<file path="src/rtl/scaler_pkg.sv">
// Shared scaler definitions: default widths and the round-half-up / saturate helper
// used by the bilinear weight generator and the pixel blender.
package scaler_pkg;

  localparam int unsigned FIX_WIDTH_DEF  = 12;
  localparam int unsigned DATA_WIDTH_DEF = 8;
  localparam int unsigned CHANNELS_DEF   = 3;
  localparam int unsigned USER_WIDTH_DEF = 2;

  // Drop fix_w fraction bits with round half-up, then clamp to the data_w full-scale value.
  function automatic logic [31:0] round_sat(input logic [63:0] sum,
                                            input int unsigned fix_w,
                                            input int unsigned data_w);
    logic [63:0] q;
    logic [63:0] max_v;
    q     = (sum >> fix_w) + ((sum >> (fix_w - 1)) & 64'd1);
    max_v = (64'd1 << data_w) - 64'd1;
    if (q > max_v) q = max_v;
    return 32'(q);
  endfunction

endpackage

</file>
<file path="src/rtl/bilinear_channel_mac.sv">
// Single-channel bilinear blend datapath: products, pairwise sums, final sum with
// round/saturate. All three stages advance together on en_i.
module bilinear_channel_mac
  import scaler_pkg::*;
#(
  parameter int unsigned FIX_WIDTH  = FIX_WIDTH_DEF,
  parameter int unsigned DATA_WIDTH = DATA_WIDTH_DEF
) (
  input  logic                  clk_i,
  input  logic                  rst_i,
  input  logic                  en_i,
  input  logic [DATA_WIDTH-1:0] p00_i,
  input  logic [DATA_WIDTH-1:0] p01_i,
  input  logic [DATA_WIDTH-1:0] p10_i,
  input  logic [DATA_WIDTH-1:0] p11_i,
  input  logic [FIX_WIDTH-1:0]  w00_i,
  input  logic [FIX_WIDTH-1:0]  w01_i,
  input  logic [FIX_WIDTH-1:0]  w10_i,
  input  logic [FIX_WIDTH-1:0]  w11_i,
  output logic [DATA_WIDTH-1:0] pix_o
);

  localparam int unsigned PW  = DATA_WIDTH + FIX_WIDTH;
  localparam int unsigned SW1 = PW + 1;
  localparam int unsigned SW2 = PW + 2;

  logic [3:0][PW-1:0]    prod_q, prod_d;
  logic [SW1-1:0]        top_q, top_d;
  logic [SW1-1:0]        bot_q, bot_d;
  logic [DATA_WIDTH-1:0] pix_q, pix_d;
  logic [SW2-1:0]        sum_c;

  always_comb begin
    prod_d = prod_q;
    top_d  = top_q;
    bot_d  = bot_q;
    pix_d  = pix_q;
    sum_c  = SW2'(top_q) + SW2'(bot_q);
    if (en_i) begin
      prod_d[0] = PW'(p00_i) * PW'(w00_i);
      prod_d[1] = PW'(p01_i) * PW'(w01_i);
      prod_d[2] = PW'(p10_i) * PW'(w10_i);
      prod_d[3] = PW'(p11_i) * PW'(w11_i);
      top_d     = SW1'(prod_q[0]) + SW1'(prod_q[1]);
      bot_d     = SW1'(prod_q[2]) + SW1'(prod_q[3]);
      pix_d     = DATA_WIDTH'(round_sat(64'(sum_c), FIX_WIDTH, DATA_WIDTH));
    end
  end

  always_ff @(posedge clk_i) begin
    if (rst_i) begin
      prod_q <= '0;
      top_q  <= '0;
      bot_q  <= '0;
      pix_q  <= '0;
    end else begin
      prod_q <= prod_d;
      top_q  <= top_d;
      bot_q  <= bot_d;
      pix_q  <= pix_d;
    end
  end

  assign pix_o = pix_q;

endmodule

</file>
<file path="src/rtl/bilinear_pixel_blend.sv">
// Bilinear pixel blender: per-channel MAC pipelines plus shared valid/user/stall control.
// Three-stage pipeline, one pixel per clock, global stall when the output is held.
module bilinear_pixel_blend
  import scaler_pkg::*;
#(
  parameter int unsigned FIX_WIDTH  = FIX_WIDTH_DEF,
  parameter int unsigned DATA_WIDTH = DATA_WIDTH_DEF,
  parameter int unsigned CHANNELS   = CHANNELS_DEF,
  parameter int unsigned USER_WIDTH = USER_WIDTH_DEF
) (
  input  logic                           clk_i,
  input  logic                           rst_i,
  input  logic                           s_valid_i,
  output logic                           s_ready_o,
  input  logic [DATA_WIDTH*CHANNELS-1:0] p00_i,
  input  logic [DATA_WIDTH*CHANNELS-1:0] p01_i,
  input  logic [DATA_WIDTH*CHANNELS-1:0] p10_i,
  input  logic [DATA_WIDTH*CHANNELS-1:0] p11_i,
  input  logic [FIX_WIDTH-1:0]           w00_i,
  input  logic [FIX_WIDTH-1:0]           w01_i,
  input  logic [FIX_WIDTH-1:0]           w10_i,
  input  logic [FIX_WIDTH-1:0]           w11_i,
  input  logic [USER_WIDTH-1:0]          s_user_i,
  output logic                           m_valid_o,
  input  logic                           m_ready_i,
  output logic [DATA_WIDTH*CHANNELS-1:0] m_pixel_o,
  output logic [USER_WIDTH-1:0]          m_user_o
);

  logic [2:0]                 vld_q, vld_d;
  logic [2:0][USER_WIDTH-1:0] user_q, user_d;
  logic                       en_c;

  // The pipeline only stalls when the output holds a beat downstream has not taken.
  assign en_c      = ~vld_q[2] | m_ready_i;
  assign s_ready_o = en_c;

  always_comb begin
    vld_d  = vld_q;
    user_d = user_q;
    if (en_c) begin
      vld_d     = {vld_q[1:0], s_valid_i};
      user_d[0] = s_user_i;
      user_d[1] = user_q[0];
      user_d[2] = user_q[1];
    end
  end

  always_ff @(posedge clk_i) begin
    if (rst_i) begin
      vld_q  <= '0;
      user_q <= '0;
    end else begin
      vld_q  <= vld_d;
      user_q <= user_d;
    end
  end

  assign m_valid_o = vld_q[2];
  assign m_user_o  = user_q[2];

  for (genvar c = 0; c < CHANNELS; c++) begin : g_ch
    bilinear_channel_mac #(
      .FIX_WIDTH (FIX_WIDTH),
      .DATA_WIDTH(DATA_WIDTH)
    ) u_mac (
      .clk_i(clk_i),
      .rst_i(rst_i),
      .en_i (en_c),
      .p00_i(p00_i[c*DATA_WIDTH +: DATA_WIDTH]),
      .p01_i(p01_i[c*DATA_WIDTH +: DATA_WIDTH]),
      .p10_i(p10_i[c*DATA_WIDTH +: DATA_WIDTH]),
      .p11_i(p11_i[c*DATA_WIDTH +: DATA_WIDTH]),
      .w00_i(w00_i),
      .w01_i(w01_i),
      .w10_i(w10_i),
      .w11_i(w11_i),
      .pix_o(m_pixel_o[c*DATA_WIDTH +: DATA_WIDTH])
    );
  end

endmodule

</file>
<file path="config.mk">
export PLATFORM = sky130hd
export DESIGN_NAME = bilinear_pixel_blend
export DESIGN_NICKNAME = d
export VERILOG_FILES = /design/src/rtl/scaler_pkg.sv /design/src/rtl/bilinear_channel_mac.sv /design/src/rtl/bilinear_pixel_blend.sv
export SDC_FILE = /design/constraint.sdc
export NUM_CORES = 2
export LEC_CHECK = 0
export ABC_AREA = 1
export CAP_MARGIN = 15
export CORE_MARGIN = 1
export CORE_UTILIZATION = 50
export CTS_CLUSTER_DIAMETER = 60
export DETAILED_ROUTE_END_ITERATION = 10
export PLACE_DENSITY = 0.71
export SYNTH_ARGS = -nofsm -noshare
export SYNTH_HDL_FRONTEND = slang
export SYNTH_SLANG_ARGS = --single-unit
</file>
<file path="constraint.sdc">
create_clock -name clk_i -period 4.3 [get_ports clk_i]
set_input_delay 0.645 -clock clk_i [delete_from_list [all_inputs] [get_ports clk_i]]
set_output_delay 0.645 -clock clk_i [all_outputs]
set_load 0.02 [all_outputs]
</file>
Word level (Yosys, flattened, before mapping) --
Index checks and enable logic that the tools add are counted.
Storage, ports and cells: RAM bits 0, register bits after elaboration 399, bits in latches 0, input port bits 150, memories kept 0, output and inout port bits 28, ROM bits 0, logic and storage cells 57
Operators by class: reductions and logical operators 0, div/mod/pow operators 0, multiplexer cells 3, eq/ne operators 0, $add $sub $neg 12, multipliers 12, bitwise logic cells 2, shift-type cells 0, $lt $le $gt $ge 3
Operators with widths (count):
- $mul A8 B12 Y20 | 12
- $add A20 B20 Y21 | 6
- $add A21 B21 Y22 | 3
- $add A10 B1 Y11 | 3
- $gt A11 B8 Y1 const B | 3
- $mux W8 | 3
- $not A1 Y1 | 1
- $or A1 B1 Y1 | 1

Longest topological paths before layout --
depth in word-level cells 4, mapped depth 25, mapped depth without buffers 24

Modules after synthesis --
Synthesis repeated with hierarchy kept, for this count alone.
Second synthesis, totals: cell total of the unflattened synthesis 8966, area total of the unflattened synthesis 61930.6 um^2
Modules (own cells, without submodules):
- bilinear_channel_mac (g_ch[0].u_mac) | times used 1, seq. area each 2602.5 um^2, area an instance 20739.9 um^2, cells each 3025
- bilinear_channel_mac (g_ch[1].u_mac) | times used 1, seq. area each 2602.5 um^2, area an instance 20459.6 um^2, cells each 2943
- bilinear_channel_mac (g_ch[2].u_mac) | times used 1, seq. area each 2602.5 um^2, area an instance 20333.3 um^2, cells each 2940
- bilinear_pixel_blend | times used 1, seq. area each 180.2 um^2, area an instance 397.9 um^2, cells each 58

Least setup slack after synthesis --
Ideal clock, no wire load.
path type input-to-reg, start point in p01_i[18], end point reg g_ch[2].u_mac.prod_q[35] in the netlist's numbering, setup slack -0.301 ns, library setup time 0.109 ns, data arrival time 4.492 ns, data required time 4.191 ns, path buffers 1, stages 22, path through clkbuf_1 > nand2_1 > fa_1 > fa_1 > fa_1 > inv_1 > fa_1 > ha_1 > a21oi_1 > nand2_1 > a21oi_1 > inv_1 > nand2_1 > nand2_1 > a21oi_1 > o21ai_0 > nand2_1 > nand2_1 > nand2_1 > nand3_1 > nand2_1 > inv_1
Between the ends: cells in the longest elaborated chain, start to end 1
Ends and longest elaborated chain:
- start: declaration | line bilinear_pixel_blend.sv:16 | input logic [DATA_WIDTH*CHANNELS-1:0] p01_i,
- $mul A8 B12 Y20 | line bilinear_channel_mac.sv:41 | prod_d[1] = PW'(p01_i) * PW'(w01_i);
- end signal: assignment | line bilinear_channel_mac.sv:57 | prod_q <= prod_d;
- end: declaration | line bilinear_channel_mac.sv:27 | logic [3:0][PW-1:0] prod_q, prod_d;
No other way between the ends. A chain may end at the register's enable or synchronous reset.

Final worst setup path --
start point in w01_i[11], end point reg g_ch[2].u_mac.prod_q[38] in the netlist's numbering
Between the ends: cells in the longest elaborated chain, start to end 1
Ends and longest elaborated chain:
- start: declaration | line bilinear_pixel_blend.sv:20 | input logic [FIX_WIDTH-1:0] w01_i,
- $mul A8 B12 Y20 | line bilinear_channel_mac.sv:41
No other way between the ends.

==> flow_summary_export.csv <==
group,metric,value,unit
placement,numPortBuffers,177,
clock_network,numClockSinks,399,
power_and_ir_drop,vdd_drop_max,0.000391,V
floorplan,rows,127,
critical_path,cp.arrival,4.75,ns
floorplan,io_pins,178,
yosys,synth_top_area_share,23.8,%
drt,dr.pass1.iters,8,
yosys,seq_area_frac_synth,13.1,%
clock_network,clk_pin_slew,0.06,ns
cells_and_area,drive_gt1_share,17.7,%
yosys,ys_warn_count,0,
yosys,yosys-top-cells-area,"fa_1 (24%), ha_1 (14%), dfxtp_1 (13%), inv_1 (13%), nand2_1 (13%)",
drt,drc,0,
placement,dp_cells,11000,
drt,vias,57600,
yosys,yosys-top-cells-count,"inv_1 (2098), nand2_1 (2060), fa_1 (726)",
yosys,yosysMostFrequentCell,"inv_1",
yosys,synth_nets,10200,
global_route,gr-usage-all-layers,28.7,%
yosys,synthDistinctLibCells,43,
drt,drt-initial-drc-count,4157,
clock_network,clk_latency,0.66,ns
drt,wl,179,mm
yosys,synth_mux_area_share,0,%
sta,tns,0,ns
global_route,grt_pass1_wl,287,mm
global_route,grt_pass1_vias,56700,
placement,place_congestion,0.923,
global_route,grt_max_degree,166,
clock_network,cts_tree,"built",
yosys,synth_top_area_cell,"fa_1",
floorplan,die_area,123000,um^2
status,status,"finished clean",
yosys,synth_compound_area_share,12.7,%
yosys,ys.flop_type,"dfxtp_1",
cells_and_area,final_nets,11100,
cells_and_area,n_antenna_cell,0,
job,maxCapViolCount,0,
clock_network,htreeDepth,2,
sta,finalHoldViolCount,0,
critical_path,required,4.84,ns
hold_path,hold_path.class,"flip-flop to flip-flop",
cells_and_area,syn2layout_area_growth,26.2,%
sta,period_minus_slack,4.21,ns
yosys,synth_area_per_cell,7.08,um^2
critical_path,path_max_fanout,6,
yosys,async_reset_ff_share,0,%
sta,rsz0062_at_grt,"true",
yosys,synth-edff-count,0,
power_and_ir_drop,p_per_area,621,nW/um^2
clock_network,cts_buffers,59,
sta,slew_violations,0,
yosys,syn_inst,8615,
drt,drt-vias-per-instance,5.12,
sta,slew_headroom,31.8,%
floorplan,die_y,351,um
cells_and_area,fin_util,63.9,%
power_and_ir_drop,leakage,0.0461,uW
yosys,synth_fa_ha_area_share,37.5,%
clock_network,cts_buffer_depth,3,
clock_network,clockRootBuffer,"clkbuf_16",
floorplan,initial_core_util,50.6,%
sta,fmax,0.237,GHz
yosys,synth_seq_cells,399,
yosys,synth_xor_area_share,3.06,%
power_and_ir_drop,power,47800,uW
critical_path,cp-end-kind,"flip-flop",
global_route,gr-total-overflow,0,
global_route,antenna_found_initial,1,
clock_network,cts_hold_buffers,0,
critical_path,worstSetupPathType,"input pin to flip-flop",
yosys,post_synth_and_or_nand_nor_area_fraction,18.7,%
yosys,syn_area,61000,um^2
critical_path,cp-start-kind,"input pin",
critical_path,slowest_stage,"fa_2",
sta,worstMarginPinSlew,1.02,ns
yosys,synth_top_family_by_area,"adder cells",
sta,report.final.setup_viol,0,
sta,skew,0.0224,ns
sta,period_share,98.0,%
placement,hpwl,142,mm
floorplan,fp.dieW,351,um
critical_path,critPathMaxStageDelay,0.58,ns
drt,ant_nets,0,
cells_and_area,finalNonFillerCells,11200,
floorplan,coreArea,120000,um^2
drt,wl_per_cell,16.0,um
critical_path,crit_chain,"clkdlybuf4s50_1 > buf_6 > nand2_2 > fa_1 > inv_1 > fa_1 > fa_1 > inv_2 > fa_2 > inv_2 > ha_4 > buf_4 > a21oi_1 > o21ai_0 > a21oi_1 > a21oi_1 > nor2_1 > nand2_1 > o211ai_1 > inv_1",
flip-flops by register name, summed over array words and instances, names as in the netlist:
register           count
g_ch.u_mac.prod_q    240
g_ch.u_mac.top_q      63
vld_q                  3
g_ch.u_mac.pix_o      24
m_user_o               2
g_ch.u_mac.bot_q      63
user_q                 4
worst paths after layout:
| kind | start | endpoint | slack [ns] | depth (start not counted) |
|---|---|---|---|---|
| worst max-delay path | w01_i[11] | g_ch[2].u_mac.prod_q[38] | 0.09 | 20 |
| worst min-delay path | vld_q[1] | vld_q[1] | 0.46 | 2 |
| worst max register to register | g_ch[1].u_mac.top_q[7] | g_ch[1].u_mac.pix_o[7] | 1.11 | 18 |
| worst min register to register | vld_q[1] | vld_q[1] | 0.46 | 2 |
layout by cell type, fill, tap and decap left out, types with 34 or more instances in the layout:
cell type        netlist  final
inv_1               2098   2046
nand2_1             2060   1967
buf_4                  2    903
fa_1                 726    697
ha_1                 666    587
o21ai_0              486    434
dfxtp_1              399    399
a21oi_1              452    362
nor2_1               335    328
nand3_1              295    269
o21bai_1             192    192
xor2_1               143    138
nand2_2               13     98
buf_6                  0     82
a21oi_2                0     78
ha_4                   0     77
xnor2_1               68     66
dlymetal6s2s_1         0     64
clkbuf_16              0     63
clkdlybuf4s50_1        0     59
inv_2                  5     55
o211ai_1              49     49
a21o_1                44     44
o21ai_2                0     42
buf_12                 0     42
nand4_1               40     40
o21ai_1               26     34
routing by layer:
layer  share of wire, %  vias to the layer above  track usage (%)
li1                   -                    28200                -
met3                6.2                      267             3.69
met2                 46                     1594             47.0
met5             0.0073                        -                0
met1                 46                    27500             40.3
met4                2.1                        2             5.98
cell type report:
class                      count  area [um^2]
timing repair buffer        1220        10700
clock inverter                40          592
tap                         1612         2020
inverter                    2103         7910
multi-input combinational   5788        46200
fill                       10500        43500
clock buffer                  72         1590
sequential                   399         7990
timing repair:
action,4_1_cts,5_1_grt
gates resized for setup,170,547
cloned,7,8
pin swaps,93,326
endpoints found under the setup margin,89,113
setup buffers,58,70
logic make-up after synthesis:
group	after synthesis
buf+inv	2428
compound gates	1349
simple gates	2835
fa+ha+maj	1392
xor+xnor	212
flops	399
worst max-delay path, delay by kind of cell:
kind	cells	cell delay, ns
AOI/OAI and AO/OA	5	0.71
adders and majority gates	5	2.21
buffers and inverters	7	0.95
and+or+nand+nor	3	0.22
where the power goes:
group | switching [uW] | internal [uW]
combinational | 19600 | 16700
clock | 2090 | 3300
sequential | 1100 | 5030
per-stage QoR:
stage | cell area [um^2] | worst slack [ns] | hold WS [ns]
floorplan | 61900 | -0.0553 | 0.430
global placement | 71400 | -0.862 | 0.444
detailed placement | 71400 | -0.905 | 0.451
CTS | 74600 | -0.00578 | 0.460
global route | 77000 | -0.0804 | 0.487
finish | 77000 | 0.0861 | 0.458
No activity file was read; power rests on OpenSTA's default activity.
